==> src/rtl/calendar_counter.sv <==
// calendar_counter
//   BCD month/day/year calendar stage driven by the hours-wrap carry.
//   Knows month lengths, handles February in leap years, and accepts a
//   validated parallel date load.
//
// Optional feature macro: LEAP_YEAR_EN
//   defined   : Gregorian leap rule, February has 29 days in leap years,
//               leap output is live.
//   undefined : February is always 28 days, leap is tied low, and a load
//               of 02/29 is rejected.
//
// Parameters
//   YEAR_MIN  lowest year (BCD); reset year and wrap target
//   YEAR_MAX  highest year (BCD); stepping past Dec 31 of it wraps to YEAR_MIN
//
// Ports
//   clk                 system clock
//   rst_n               asynchronous active-low reset
//   en                  day-advance strobe, one day per cycle while high
//   load                parallel date load strobe (wins over en)
//   ld_month/ld_day     BCD load month / day {tens,ones}
//   ld_year             BCD load year {thousands..ones}
//   month1..yr0         registered BCD date digits
//   leap                current year is a leap year (combinational)
//   wrap                one-cycle pulse: year wrapped YEAR_MAX -> YEAR_MIN
//   ld_err              one-cycle pulse: load rejected
module calendar_counter #(
  parameter logic [15:0] YEAR_MIN = 16'h2000,
  parameter logic [15:0] YEAR_MAX = 16'h9999
) (
  input  logic        clk,
  input  logic        rst_n,
  input  logic        en,
  input  logic        load,
  input  logic [7:0]  ld_month,
  input  logic [7:0]  ld_day,
  input  logic [15:0] ld_year,
  output logic [3:0]  month1,
  output logic [3:0]  month0,
  output logic [3:0]  day1,
  output logic [3:0]  day0,
  output logic [3:0]  yr3,
  output logic [3:0]  yr2,
  output logic [3:0]  yr1,
  output logic [3:0]  yr0,
  output logic        leap,
  output logic        wrap,
  output logic        ld_err
);

  logic [7:0]  month_reg, month_next;
  logic [7:0]  day_reg, day_next;
  logic [15:0] year_reg, year_next;
  logic        wrap_reg, wrap_next;
  logic        ld_err_reg, ld_err_next;

  logic        leap_cur;   // leap status of the current year
  logic        leap_ld;    // leap status of the year being loaded

`ifdef LEAP_YEAR_EN
  // Divisibility by 4 of a two-digit BCD number: an even tens digit needs
  // ones in {0,4,8}; an odd tens digit contributes 10 mod 4 = 2, so ones
  // must be in {2,6}.
  function automatic logic div4(input logic [3:0] t, input logic [3:0] o);
    if (t[0]) return (o == 4'd2) || (o == 4'd6);
    else      return (o == 4'd0) || (o == 4'd4) || (o == 4'd8);
  endfunction

  // Century years are leap only when divisible by 400, i.e. when the
  // upper two digits are divisible by 4.
  function automatic logic is_leap(input logic [15:0] y);
    if (y[7:0] == 8'h00) return div4(y[15:12], y[11:8]);
    else                 return div4(y[7:4], y[3:0]);
  endfunction

  assign leap_cur = is_leap(year_reg);
  assign leap_ld  = is_leap(ld_year);
`else
  assign leap_cur = 1'b0;
  assign leap_ld  = 1'b0;
`endif

  // Month length as a BCD day number.
  function automatic logic [7:0] month_len(input logic [7:0] m, input logic lp);
    case (m)
      8'h02:                      return lp ? 8'h29 : 8'h28;
      8'h04, 8'h06, 8'h09, 8'h11: return 8'h30;
      default:                    return 8'h31;
    endcase
  endfunction

  // Two-digit BCD increment (09 -> 10, 19 -> 20, ...).
  function automatic logic [7:0] bcd2_inc(input logic [7:0] v);
    if (v[3:0] == 4'd9) return {v[7:4] + 4'd1, 4'd0};
    else                return {v[7:4], v[3:0] + 4'd1};
  endfunction

  // Four-digit BCD year increment as a digit ripple.
  logic [3:0]  yr_carry;
  logic [15:0] year_inc;
  assign yr_carry[0] = 1'b1;

  genvar gi;
  generate
    for (gi = 0; gi < 4; gi++) begin : g_year_inc
      assign year_inc[gi*4 +: 4] = !yr_carry[gi] ? year_reg[gi*4 +: 4] :
                                   (year_reg[gi*4 +: 4] == 4'd9) ? 4'd0 :
                                   year_reg[gi*4 +: 4] + 4'd1;
      if (gi < 3) begin : g_carry
        assign yr_carry[gi+1] = yr_carry[gi] & (year_reg[gi*4 +: 4] == 4'd9);
      end
    end
  endgenerate

  // Load validation: every nibble must be a decimal digit before the
  // range compares below mean anything (valid BCD orders like binary).
  logic [31:0] ld_all;
  logic [7:0]  nib_ok;
  assign ld_all = {ld_month, ld_day, ld_year};

  generate
    for (gi = 0; gi < 8; gi++) begin : g_nib_ok
      assign nib_ok[gi] = (ld_all[gi*4 +: 4] <= 4'd9);
    end
  endgenerate

  logic ld_ok;
  assign ld_ok = (&nib_ok) &&
                 (ld_month >= 8'h01) && (ld_month <= 8'h12) &&
                 (ld_day >= 8'h01) && (ld_day <= month_len(ld_month, leap_ld)) &&
                 (ld_year >= YEAR_MIN) && (ld_year <= YEAR_MAX);

  always_comb begin
    month_next  = month_reg;
    day_next    = day_reg;
    year_next   = year_reg;
    wrap_next   = 1'b0;
    ld_err_next = 1'b0;
    if (load) begin
      if (ld_ok) begin
        month_next = ld_month;
        day_next   = ld_day;
        year_next  = ld_year;
      end else begin
        ld_err_next = 1'b1;
      end
    end else if (en) begin
      // ">=" keeps the counter self-correcting should a day ever exceed
      // its month length.
      if (day_reg < month_len(month_reg, leap_cur)) begin
        day_next = bcd2_inc(day_reg);
      end else begin
        day_next = 8'h01;
        if (month_reg < 8'h12) begin
          month_next = bcd2_inc(month_reg);
        end else begin
          month_next = 8'h01;
          if (year_reg == YEAR_MAX) begin
            year_next = YEAR_MIN;
            wrap_next = 1'b1;
          end else begin
            year_next = year_inc;
          end
        end
      end
    end
  end

  always_ff @(posedge clk or negedge rst_n) begin
    if (!rst_n) begin
      month_reg  <= 8'h01;
      day_reg    <= 8'h01;
      year_reg   <= YEAR_MIN;
      wrap_reg   <= 1'b0;
      ld_err_reg <= 1'b0;
    end else begin
      month_reg  <= month_next;
      day_reg    <= day_next;
      year_reg   <= year_next;
      wrap_reg   <= wrap_next;
      ld_err_reg <= ld_err_next;
    end
  end

  assign {month1, month0}      = month_reg;
  assign {day1, day0}          = day_reg;
  assign {yr3, yr2, yr1, yr0}  = year_reg;
  assign leap                  = leap_cur;
  assign wrap                  = wrap_reg;
  assign ld_err                = ld_err_reg;

endmodule

==> config.mk <==
export PLATFORM = sky130hd
export DESIGN_NAME = calendar_counter
export DESIGN_NICKNAME = d
export VERILOG_FILES = /design/src/rtl/calendar_counter.sv
export SDC_FILE = /design/constraint.sdc
export NUM_CORES = 1
export LEC_CHECK = 0
export ABC_CLOCK_PERIOD_IN_PS = 8080
export CAP_MARGIN = 20
export CORE_MARGIN = 4
export CORE_UTILIZATION = 30
export CTS_CLUSTER_DIAMETER = 120
export DETAILED_ROUTE_END_ITERATION = 10
export PLACE_DENSITY_LB_ADDON = 0.12
export SETUP_SLACK_MARGIN = 0.15
export SLEW_MARGIN = 5
export SYNTH_ARGS = -nofsm -noshare
export SYNTH_HDL_FRONTEND = slang
export SYNTH_SLANG_ARGS = --single-unit
export TNS_END_PERCENT = 30
==> constraint.sdc <==
create_clock -name clk -period 8.08 [get_ports clk]
set_input_delay 2.424 -clock clk [delete_from_list [all_inputs] [get_ports clk]]
set_output_delay 2.424 -clock clk [all_outputs]
set_load 0.03 [all_outputs]
==> impl_metrics.yaml <==
grt:
  grt_max_degree: 56
  grt_overflow_total: 0
  antenna_found_initial: 0
  grt_usage_pct: 15.80
  grt_pass1_wl_um: 12940
  grt_pass1_vias: 2478
cells_and_area:
  largest_reg_flops: 16
  final_core_util_pct: 40.87
  layout_commonest_cell: "clkdlybuf4s50_1"
  layout-drive-gt1-share_pct: 7.775
  nets: 425
  stdcell_count: 481
  n_antenna_cell: 0
  syn_to_final_growth_pct: 33.25
  final_cell_mix: "clkdlybuf4s50_1, dfrtp_1, inv_1"
clock_tree:
  clk_path_buf_depth: 2
  worstSkewPairLatency_ps: 290
  cts-root-buf: "clkbuf_8"
  cts_buffers: 5
  ctsHoldBuffers: 0
  cts.sinks: 34
  htree_levels: 2
  ctsResizeCount: 0
  post-cts-setup-buffer-count: 0
  clk_pin_slew_ps: 80
  cts_tree: "done"
critical_path:
  critPathLaunchType: "input port"
  critPathMaxFanout: 19
  crit_required_ps: 8250
  critPathKind: "input port to register"
  crit_arrival_ps: 5570
  r2r-start: "month_reg[3]"
  worstRegToRegCells: 10
  worstReg2RegEnd: "year_reg[10]"
  r2r_slack_ps: 4830
  endpoint_kind: "register"
sta:
  rsz0062_at_grt: "no"
  period_share_pct: 66.78
  hold_viol_final: 0
  fin_ws_ps: 2684
  setup_tns_ps: 0
  finClkSkew_ps: 7.608
  max_freq_ghz: 0.1853
  finalSetupViolations: 0
  worst_pin_slew_ps: 765.6
  period_needed_ps: 5396
  slew_viol_final: 0
  slew_headroom_pct: 48.77
logic_synthesis:
  syn_inst: 306
  yosys.area.top_type: "dfrtp_1"
  syn_area_per_cell_um2: 8.656
  synth_edf_count: 0
  ys_types: 60
  yosysTopAreaCellShare_pct: 29.29
  async_flop_share_pct: 100.0
  syn_area_um2: 2649
  synth_warnings: 0
  synth_nets: 359
  yosysSeqAreaShare_pct: 32.26
  yosys-top-cells-area: "dfrtp_1, ha_1, a21oi_1"
  ys_ff_latch: 34
  synth_flop_cell: "dfrtp_1"
run:
  maxCapViolations: 0
place:
  globalplace.congestion: 0.8224
  place_hpwl_um: 5957
  io_buffers: 69
  place_ws_ps: 2429
  dpl.cell_count: 473
route:
  vias: 2582
  vias_per_cell: 5.368
  drc_errors: 0
  dr.pass1.iters: 5
  post_drt_wl_per_cell_um: 16.57
  drt_iter0_markers: 143
  route.final.wire_length_um: 7969
  ant_nets: 0
hold_path:
  hold_depth: 1
  hold_end: "day_reg[7]"
  min_path_type: "register to register"
  min_from: "day_reg[7]"
floorplan:
  die_x_um: 102.0
  die_h_um: 102.0
  start_util_pct: 30.67
  io_pins: 71
  rows: 34
  core_um2: 8636
  die-area_um2: 10400
power:
  ir_worst_vdd_mv: 0.1502
  totalPowerFinal_mw: 1.129
  leakage_nw: 1.423
  power_density_nw_per_um2: 320.0
run_status:
  status: "finished clean"
[synthesized netlist by cell type (3+ instances only)]
cell type and number:
a211oi_1 5, a21oi_1 19, a22oi_1 8, a32oi_1 5
and3_1 5, buf_2 4, clkbuf_1 4, dfrtp_1 31
dfstp_2 3, ha_1 17, inv_1 23, mux2_2 6
mux2i_1 4, nand2_1 20, nand2b_1 6, nand3_1 16
nand3b_1 5, nor2_1 20, nor2b_1 9, nor3_1 8
nor3b_1 4, nor4_1 5, o211ai_1 4, o21ai_0 18
o22ai_1 6, o31ai_1 3, o32ai_1 4
[critical path, cell delays in order]
cell             delay, ps
clkdlybuf4s50_1        430
nor3_1                 450
and3_1                 260
ha_1                   260
a21oi_1                160
o21ai_0                150
a211oi_4               300
nand4_4                380
a211oi_4               410
mux2_1                 340
[layout make-up]
cell class	instances	area, um2
repair buffers	71	700.7
multi-input cells	237	1643
clock buffers	8	110.1
well taps	108	135.1
fillers	885	5106
inverters	23	86.33
flip-flops and latches	34	854.6
[how the worst max path moves through the flow]
stage,from,end
6_report,ld_month[6],year_reg[15]
5_1_grt,ld_month[6],year_reg[15]
4_1_cts,ld_month[6],year_reg[15]
3_5_place_dp,ld_month[6],year_reg[15]
3_3_place_gp,ld_month[0],year_reg[15]
2_1_floorplan,ld_month[0],year_reg[15]
[layer usage]
| metal | routed length [um] | vias to the layer above | GRT usage [%] |
|---|---|---|---|
| met5 | 0 | - | 0 |
| met4 | 79 | 0 | 3.027 |
| met3 | 514 | 9 | 3.891 |
| met2 | 3825 | 84 | 25.54 |
| met1 | 3549 | 1210 | 21.63 |
| li1 | - | 1279 | - |
[report_power, final]
part	leakage [nW]	internal [mW]	switching, mW
combinational	0.956	0.269	0.356
clock	0.0575	0.0862	0.0675
sequential	0.410	0.241	0.108
[cells by family after synthesis]
logic type,Yosys count,share of synthesized area [%]
adder cells (fa/ha/maj),17,8.030
AO/OA/AOI/OAI,95,25.51
multiplexers,12,4.912
flip-flops,34,32.26
buffers and inverters,35,5.715
other,1,0.1416
XOR/XNOR,3,0.9922
AND/OR/NAND/NOR,109,22.44
[stage by stage]
| stage | cell area [um2] | hold WS (ps) |
|---|---|---|
| 6_report | 3530 | 538.8 |
| 5_1_grt | 3530 | 567.0 |
| 4_1_cts | 3530 | 540.2 |
| 3_5_place_dp | 3420 | 523.8 |
| 3_3_place_gp | 3420 | 515.6 |
| 2_1_floorplan | 2649 | 680.3 |
No activity file was read; power rests on OpenSTA's default activity.
